File: src/rtl/fma_operand_sequencer.sv
// Operand sequencer for the FMA: captures an (a, b, c) triple, streams it as a
// start-tagged three-beat burst, then holds the FMA outcome under valid/ready.
module fma_operand_sequencer #(
    parameter int unsigned TIMEOUT_CYCLES = 16
) (
    input  logic        clk,
    input  logic        rst,
    input  logic        op_valid_in,
    output logic        op_ready_out,
    input  logic [31:0] op_a_in,
    input  logic [31:0] op_b_in,
    input  logic [31:0] op_c_in,
    output logic        fma_start_out,
    output logic [31:0] fma_data_out,
    input  logic        fma_ready_in,
    input  logic        fma_error_in,
    input  logic [31:0] fma_result_in,
    output logic        res_valid_out,
    input  logic        res_ready_in,
    output logic [31:0] res_data_out,
    output logic [1:0]  res_status_out
);

    localparam int unsigned     CNT_W    = $clog2(TIMEOUT_CYCLES);
    localparam logic [CNT_W-1:0] CNT_LAST = CNT_W'(TIMEOUT_CYCLES - 1);

    localparam logic [1:0]  ST_OK      = 2'd0;
    localparam logic [1:0]  ST_FMA_ERR = 2'd1;
    localparam logic [1:0]  ST_TIMEOUT = 2'd2;
    localparam logic [1:0]  ST_BAD_OP  = 2'd3;
    localparam logic [31:0] ERR_DATA   = 32'hFFFF_FFFF;

    typedef enum logic [2:0] {
        S_IDLE, S_SEND_A, S_SEND_B, S_SEND_C, S_WAIT, S_HOLD
    } state_t;

    state_t           state_q, state_d;
    logic [CNT_W-1:0] cnt_q, cnt_d;
    logic [31:0]      a_q, a_d, b_q, b_d, c_q, c_d;
    logic [31:0]      res_data_q, res_data_d;
    logic [1:0]       res_status_q, res_status_d;
    logic             res_valid_q, res_valid_d;
    logic             start_q, start_d;
    logic [31:0]      data_q, data_d;

    // Denormals and Inf/NaN are rejected before anything reaches the FMA.
    function automatic logic is_bad(input logic [31:0] f);
        return (&f[30:23]) | ((~|f[30:23]) & (|f[22:0]));
    endfunction

    always_ff @(posedge clk or negedge rst) begin
        if (!rst) begin
            state_q      <= S_IDLE;
            cnt_q        <= '0;
            a_q          <= '0;
            b_q          <= '0;
            c_q          <= '0;
            res_data_q   <= '0;
            res_status_q <= ST_OK;
            res_valid_q  <= 1'b0;
            start_q      <= 1'b0;
            data_q       <= '0;
        end else begin
            state_q      <= state_d;
            cnt_q        <= cnt_d;
            a_q          <= a_d;
            b_q          <= b_d;
            c_q          <= c_d;
            res_data_q   <= res_data_d;
            res_status_q <= res_status_d;
            res_valid_q  <= res_valid_d;
            start_q      <= start_d;
            data_q       <= data_d;
        end
    end

    always_comb begin
        state_d      = state_q;
        cnt_d        = cnt_q;
        a_d          = a_q;
        b_d          = b_q;
        c_d          = c_q;
        res_data_d   = res_data_q;
        res_status_d = res_status_q;
        unique case (state_q)
            S_IDLE: begin
                if (op_valid_in) begin
                    a_d = op_a_in;
                    b_d = op_b_in;
                    c_d = op_c_in;
                    if (is_bad(op_a_in) || is_bad(op_b_in) || is_bad(op_c_in)) begin
                        state_d      = S_HOLD;
                        res_data_d   = ERR_DATA;
                        res_status_d = ST_BAD_OP;
                    end else begin
                        state_d = S_SEND_A;
                    end
                end
            end
            S_SEND_A: state_d = S_SEND_B;
            S_SEND_B, S_SEND_C: begin
                if (fma_error_in) begin
                    state_d      = S_HOLD;
                    res_data_d   = ERR_DATA;
                    res_status_d = ST_FMA_ERR;
                end else if (state_q == S_SEND_B) begin
                    state_d = S_SEND_C;
                end else begin
                    state_d = S_WAIT;
                    cnt_d   = '0;
                end
            end
            S_WAIT: begin
                // Error outranks ready, and both outrank the timeout on the last cycle.
                if (fma_error_in) begin
                    state_d      = S_HOLD;
                    res_data_d   = ERR_DATA;
                    res_status_d = ST_FMA_ERR;
                end else if (fma_ready_in) begin
                    state_d      = S_HOLD;
                    res_data_d   = fma_result_in;
                    res_status_d = ST_OK;
                end else if (cnt_q == CNT_LAST) begin
                    state_d      = S_HOLD;
                    res_data_d   = ERR_DATA;
                    res_status_d = ST_TIMEOUT;
                end else begin
                    cnt_d = cnt_q + CNT_W'(1);
                end
            end
            S_HOLD: begin
                if (res_ready_in) state_d = S_IDLE;
            end
            default: state_d = S_IDLE;
        endcase
    end

    // Drive values are decoded from the next state so the FMA sees registered lines.
    always_comb begin
        start_d     = (state_d == S_SEND_A);
        res_valid_d = (state_d == S_HOLD);
        unique case (state_d)
            S_SEND_A: data_d = a_d;
            S_SEND_B: data_d = b_d;
            S_SEND_C: data_d = c_d;
            default:  data_d = '0;
        endcase
    end

    assign op_ready_out   = (state_q == S_IDLE);
    assign fma_start_out  = start_q;
    assign fma_data_out   = data_q;
    assign res_valid_out  = res_valid_q;
    assign res_data_out   = res_data_q;
    assign res_status_out = res_status_q;

endmodule

File: config.mk
export PLATFORM = sky130hd
export DESIGN_NAME = fma_operand_sequencer
export DESIGN_NICKNAME = d
export VERILOG_FILES = /design/src/rtl/fma_operand_sequencer.sv
export SDC_FILE = /design/constraint.sdc
export NUM_CORES = 1
export LEC_CHECK = 0
export BUFFER_PORTS_ARGS = -buffer_cell sky130_fd_sc_hd__buf_2
export CAP_MARGIN = 40
export CORE_MARGIN = 5
export CORE_UTILIZATION = 35
export CTS_BUF_LIST = sky130_fd_sc_hd__clkbuf_4
export CTS_CLUSTER_SIZE = 28
export DETAILED_ROUTE_END_ITERATION = 16
export GPL_TIMING_DRIVEN = 0
export HOLD_SLACK_MARGIN = 0.06
export SYNTH_ARGS = -nofsm -noshare
export SYNTH_HDL_FRONTEND = slang
export SYNTH_SLANG_ARGS = --single-unit
File: constraint.sdc
create_clock -name clk -period 2.3 [get_ports clk]
set_clock_uncertainty 0.15 [all_clocks]
set_input_delay 0.23 -clock clk [delete_from_list [all_inputs] [get_ports clk]]
set_output_delay 0.23 -clock clk [all_outputs]
set_load 0.05 [all_outputs]
==> summary.txt, run 1 <==
Routing
  • Drt via density: 5.08
  • Drt pass-1 iters: 6
  • ANT nets after route: 0
  • DR WL/cell: 18.0 um
  • Routed wire length: 22500 um
  • Drt initial violations: between 300 and 400
  • Drt drc: 0
  • Via count: 6340

Synth
  • Post-Synthesis Cells: 646
  • Post-Syn Nets: approximately 780
  • Synth Area in Simple Gates: between 20% and 30%
  • Yosys reg bits: 139
  • Mux cell area share after synthesis: 0.181%
  • Synth Area in XOR/XNOR: 0%
  • Compound-Gate Fraction of Synth Area: 18.8%
  • Async S/R FF share, synth: 100%
  • Syn_area_per_cell: 9.65 um2
  • Sequential cell area fraction in the yosys report: 55.8%
  • Synth unique cells: 41
  • Post-Synth Adder-Cell Area: 0.201%
  • Main combinational cell family by area after synthesis: simple AND/OR/NAND/NOR gates
  • Top_reg_cell synth: dfrtp_1
  • Yosys Warn Count: 0
  • EDFF count, synth: 0
  • Synthesized area: between 6000 and 7000 um2

Cells and area
  • Layout net count: 1139
  • Layout cells sized above 1: 29.2%
  • Final non-filler cell total: between 1k and 1.5k
  • Final core occ: between 50% and 60%
  • Area Growth Syn to Fin: 49.4%

Clock network
  • Clk Latency, worst-skew pair: ~0.56 ns
  • Worst-path clk slew: 0.14 ns
  • TritonCTS clock tree: built
  • H-tree Lvls: 4
  • CTS Root Cell: clkbuf_4
  • CTS buffer count: 17
  • CTS max path bufs: 2
  • Num Clock Sinks: 139

Placed design
  • IO buf count: between 200 and 250
  • Inst Count DP: 1073
  • Pre-CTS setup slack: -0.284 ns
  • DP Wirelength: 15600 um
  • RePlAce Congestion: roughly 0.86

Die
  • Site Rows: 48
  • Die area: a little over 20000 um2
  • Chip Width: 143 um
  • Initial Util: 35.9%
  • Top Ports: between 200 and 250
  • DIE HEIGHT: 143 um
  • Core area: between 15000 and 20000 um2

Timing
  • Pins Over Slew Limit: 0
  • Worst-margin pin slew: about 0.56 ns
  • Slew Limit Headroom: 62.7%
  • Max Freq: 441 MHz
  • Final setup TNS: 0 ns
  • Setup violators final: 0
  • Minimum clock period: 2.27 ns
  • Final Hold Fails: 0
  • Final worst-path cycle share: 98.6%
  • Post-route worst setup slack: 0.0332 ns
  • WHS: 0.224 ns

Power
  • Peak supply drop: 846 uV
  • Lkg Pwr: 4.53 nW
  • Power per cell area: around 1300 nW/um2

Outcome
  • Status: complete, no violations

Critical path
  • Crit path DAT: approximately 2.6 ns
  • Reg2reg start: state_q[2]$_DFF_PN0_
  • R2R depth: 9
  • Setup crit end kind: register
  • Critical path endpoint: res_data_out[3]$_DFFE_PN0P_
  • Reg-to-reg slack, setup: 0.12 ns
  • RR Endpoint: fma_data_out[11]$_DFF_PN0_
  • Crit Path Class: primary input to register
  • Worst endpoint required time: 2.59 ns
  • Critical Path Fanout Max: 10
  • Startpoint types: primary input
  • Critical path startpoint: op_c_in[15]

Hold path
  • Hold WC Path Type: primary input to register

Global routing
  • First-pass GRT wire length: 35200 um
  • Pin count of the biggest net entering global routing: 90
  • Vias in the first global route: roughly 6.5k
  • GRT overflow: 0
  • Total GRT Usage: 22.0%
  • Initial antenna violation count: 3

Run
  • Maxcap violations: 0
[power by group]
part	internal [mW]	leakage [nW]	switching [mW]
clock network	0.682	0.156	1.03
logic	2.03	2.62	4.50
registers	3.57	1.76	0.558
[cells in the final DEF (no fill, tap or decap), types with 3 or more instances in the layout]
cell           count
clkinvlp_4         3
clkbuf_1          19
buf_6              7
a21oi_1           35
a31o_1            13
clkinv_4           3
dfrtp_1          139
inv_8              3
nand4_1            9
a32o_1            31
o32ai_1           32
clkbuf_2           4
buf_2            217
buf_1              3
o21ai_0            7
nand2_1          206
a31o_2            18
nor4_1            19
nor2b_1            3
dlygate4sd3_1    134
diode_2            5
clkbuf_4          18
inv_6              4
o211ai_1           3
buf_4              6
nor2_1            37
nor3_1             5
nand3_1            7
[routing by layer]
metal | global-route usage, % | vias to the layer above | wire, um
met1 | 28.6 | 2999 | 9720
met2 | 36.0 | 252 | 10700
met3 | 4.89 | 47 | 1430
li1 | - | 3042 | -
met4 | 8.23 | 0 | 595
met5 | 0 | - | 0
[worst min path at each step]
stage | from | to | slack [ns] | cells past startpoint
after detailed placement | rst | res_data_out[26]$_DFFE_PN0P_ | 0.07 | 1
final | op_b_in[31] | b_q[31]$_DFF_PN0_ | 0.22 | 4
after floorplan | rst | b_q[0]$_DFF_PN0_ | -0.22 | 0
after global placement | op_b_in[31] | b_q[31]$_DFF_PN0_ | 0.28 | 3
after CTS | op_b_in[31] | b_q[31]$_DFF_PN0_ | 0.17 | 4
after global routing | op_b_in[6] | b_q[6]$_DFF_PN0_ | 0.22 | 4
[final cells by class]
cell class | count | area (um2)
Antenna cell | 5 | 12.5
Buffer | 53 | 279
Clock buffer | 17 | 128
Clock inverter | 15 | 178
Fill cell | 1572 | 8040
Inverter | 1 | 3.75
Multi-Input combinational cell | 453 | 2540
Sequential cell | 139 | 3480
Tap cell | 225 | 282
Timing Repair Buffer | 339 | 2410
[sequential cells by signal (all words and copies together) (netlist names)]
signal          cells
b_q                32
res_data_out       32
fma_data_out       32
res_valid_out       1
c_q                32
fma_start_out       1
cnt_q               4
res_status_out      2
state_q             3
[synthesized netlist by cell type, types with 2 or more instances]
cell type  number  share of area [%]
o211ai_1        3               0.36
buf_6           3               0.54
a21oi_1        35                2.8
nor2b_1         3               0.30
a31o_2         18                2.5
nand3b_1        2               0.24
buf_1           6               0.36
and2_1          2               0.20
nor4_1         21                2.1
a31o_1         13                1.8
o32ai_1        32                4.5
nor2_1         37                2.2
nand2b_1        2               0.20
clkbuf_1       22                1.3
nand4_1         9               0.90
or3_1           2               0.20
nand2_1       206                 12
dfrtp_1       139                 56
o21ai_0         7               0.56
buf_4           3               0.36
a32o_1         31                5.0
nand3_1         7               0.56
nor3_1          7               0.56
buf_2          19                1.5
[per-stage QoR]
step,instance area [um2],power (mW)
after global routing,9310,13.2
after floorplan,6240,8.68
after detailed placement,7560,10.4
final,9310,12.4
after global placement,7530,10.3
after CTS,9230,12.4
[critical path: stages]
cell and delay, ns:
dlygate4sd3_1 0.55, buf_2 0.16, nor4_1 0.27, nand4_1 0.19
o211ai_1 0.34, nand4_4 0.25, a21oi_4 0.30, buf_6 0.18
a21oi_1 0.07
[cells by family (layout without fill, tap and decap cells)]
logic type | count (synthesis) | in the layout
muxes | 1 | 1
AOI/OAI and AO/OA | 147 | 147
DFF | 139 | 139
and+or+nand+nor | 304 | 304
buffers and inverters | 54 | 425
adders and majority gates | 1 | 1
other | 0 | 5
[what timing repair did]
item / 4_1_cts / 5_1_grt
endpoints found under the hold margin: 277 / 0
hold buffers: 134 / 0
setup endpoints to repair: 5 / 71
resized for setup: 8 / 14
pin swaps: 0 / 7
setup buffers: 0 / 3
Power figures use the tool's default switching activity.
==> run 2, diff against run 1 <==
--- a/config.mk
+++ b/config.mk
@@ -14,6 +14,7 @@
 export DETAILED_ROUTE_END_ITERATION = 16
 export GPL_TIMING_DRIVEN = 0
 export HOLD_SLACK_MARGIN = 0.06
+export PLACE_DENSITY = 0.57
 export SYNTH_ARGS = -nofsm -noshare
 export SYNTH_HDL_FRONTEND = slang
 export SYNTH_SLANG_ARGS = --single-unit
==> run 2 against run 1 <==
Clock power is 4% lower; final cell count is 0.32% lower; global-route usage fell by 0.35 points; design area is 0.48% higher; routed wire length down 0.73%; setup slack improved by 0.046 ns; non-clock buffer count grew 1; power decreased by 0.29%; largest power group unchanged.
==> summary.txt, run 2 (same netlist as run 1, synthesis figures left out) <==
Die
  • Die area: 20600 um2 (unchanged)
  • Core area: 17400 um2 (unchanged)
  • DIE HEIGHT: 143 um (unchanged)
  • Top Ports: 203 (unchanged)
  • Site Rows: 48 (unchanged)
  • Initial Util: 35.9% (unchanged)
  • Chip Width: 143 um (unchanged)

Cells and area
  • Commonest non-fill, non-tap cell in the layout: buf_2
  • Most frequent cells in the layout: buf_2, nand2_1, dfrtp_1, dlygate4sd3_1, nor2_1
  • Antenna diodes: 0 (-5)
  • Layout net count: 1140 (+0.088%)
  • Final non-filler cell total: 1243 (-0.32%)
  • Area Growth Syn to Fin: 50.1%
  • Layout cells sized above 1: 30.2% (+0.95 points)
  • Final core occ: 53.9% (+0.26 points)

Run
  • Maxcap violations: 0 (unchanged)

Clock network
  • TritonCTS clock tree: built
  • CTS buffer count: 17 (unchanged)
  • H-tree Lvls: 4 (unchanged)
  • Clk Latency, worst-skew pair: 0.57 ns (about the same)
  • CTS Root Cell: clkbuf_4
  • CTS max path bufs: 2 (unchanged)
  • Num Clock Sinks: 139 (unchanged)
  • Worst-path clk slew: 0.14 ns (about the same)

Placed design
  • Inst Count DP: 1073 (unchanged)
  • DP Wirelength: 15800 um (+1.2%)
  • RePlAce Congestion: 0.830 (-4.0%)
  • IO buf count: 201 (unchanged)
  • Pre-CTS setup slack: -0.351 ns (-0.0664 ns)

Critical path
  • Critical path startpoint: op_c_in[5]
  • Crit Path Class: primary input to register
  • Worst endpoint required time: 2.59 ns (about the same)
  • Critical Path Fanout Max: 8 (-2)
  • Critical path's largest stage delay: 0.53 ns (-0.02 ns)
  • Startpoint types: primary input
  • Setup crit end kind: register
  • R2R depth: 6 (-3)
  • Slowest CP cell: dlygate4sd3_1
  • Crit-path cells: dlygate4sd3_1, buf_2, nor4_1, nand2_1, o211ai_1, nand4_4, a21oi_4, buf_12, buf_2, a21oi_1
  • CP most frequent cell: buf_2
  • Reg2reg start: state_q[2]$_DFF_PN0_
  • Crit path DAT: 2.51 ns (-0.05 ns)

Power
  • Peak supply drop: 740 uV (-13%)
  • Lkg Pwr: 4.54 nW (+0.27%)
  • Power per cell area: 1320 nW/um2 (-0.77%)

Outcome
  • Status: complete, no violations

Hold path
  • Hold WC Path Type: primary input to async pin

Timing
  • Final worst-path cycle share: 96.6% (-2.0 points)
  • Pins Over Slew Limit: 0 (unchanged)
  • Slew Limit Headroom: 48.5% (-14 points)
  • Final Hold Fails: 0 (unchanged)
  • Minimum clock period: 2.22 ns (-0.0457 ns)
  • Worst-margin pin slew: 0.773 ns (+0.214 ns)
  • Setup violators final: 0 (unchanged)
  • Post-route worst setup slack: 0.0789 ns (+0.0457 ns)
  • Max Freq: 450 MHz (+2.1%)

Routing
  • Via count: 6379 (+0.62%)
  • ANT nets after route: 0 (unchanged)
  • Drt pass-1 iters: 5 (-1)
  • Drt via density: 5.13 (+0.94%)
  • Routed wire length: 22300 um (-0.73%)
  • Drt initial violations: 383 (+6.1%)
  • Drt drc: 0 (unchanged)
  • DR WL/cell: 18.0 um (-0.41%)

Global routing
  • First-pass GRT wire length: 34600 um (-1.6%)
  • Pin count of the biggest net entering global routing: 81 (-10%)
  • Total GRT Usage: 21.6% (-0.35 points)
  • Initial antenna violation count: 0 (-3)
  • Vias in the first global route: 6502 (-0.43%)
  • GRT overflow: 0 (unchanged)
-- run 2: cell count changes in the layout (fill, tap and decap cells not counted), moves of 3 or more --
cell and change:
diode_2 -5, clkbuf_2 +3, buf_4 -4, inv_8 -3
buf_6 +4, nor4_2 +4, nor4_1 -4
-- run 2: area by class of cell --
| cell class | instances | area, um2 |
|---|---|---|
| multi-input combinational | 453 | 2570 |
| fill | 1606 | 8000 |
| clock buffer | 17 | 128 |
| clock inverter | 15 | 164 |
| buffer | 52 | 294 |
| tap | 225 | 282 |
| inverter | 1 | 3.75 |
| timing repair buffer | 341 | 2430 |
| sequential | 139 | 3480 |
-- run 2: stage by stage --
stage          hold WS [ns]  area [um2]  total power, mW  TNS (ns)
3_3_place_gp          0.275        7530             10.4   -190.39
6_report              0.137        9360             12.3         0
4_1_cts               0.137        9210             12.3         0
3_5_place_dp          0.195        7560             10.4    -19.64
5_1_grt               0.168        9360             13.1     -3.08
2_1_floorplan        -0.216        6240             8.68         0
-- run 2: critical path: cells and delay by family --
kind	cells	cell delay (ns)
buffers and inverters	4	0.95
AND/OR/NAND/NOR	3	0.70
AO/OA/AOI/OAI	3	0.62
-- run 2: timing repair --
action,4_1_cts,5_1_grt
buffers inserted,0,4
gates cloned,0,2
setup endpoints to repair,20,76
gates resized for setup,9,30
pin swaps,0,9
hold endpoints to repair,214,0
hold buffers,133,0
-- run 2: layer usage --
layer  wire, um  GRT usage [%]  share of wire, %  vias to the layer above
met5          0              0                 0                        -
met4        408           6.54               1.8                        0
met3       1680           5.59               7.5                       33
met2      10500           35.8                47                      245
met1       9710           28.0                44                     3045
li1           -              -                 -                     3056
-- run 2: final timing paths --
kind | to | slack [ns]
max | res_data_out[26]$_DFFE_PN0P_ | 0.08
min | cnt_q[3]$_DFFE_PN0P_ | 0.14
max reg2reg | fma_data_out[19]$_DFF_PN0_ | 0.12
min reg2reg | c_q[23]$_DFF_PN0_ | 0.34
max in group asynchronous | b_q[20]$_DFF_PN0_ | 1.10
min in group clk | fma_data_out[31]$_DFF_PN0_ | 0.21
-- run 2: report_power, final --
part	internal, mW	switching [mW]
sequential	3.57	0.562
combinational	2.05	4.50
clock	0.659	0.987
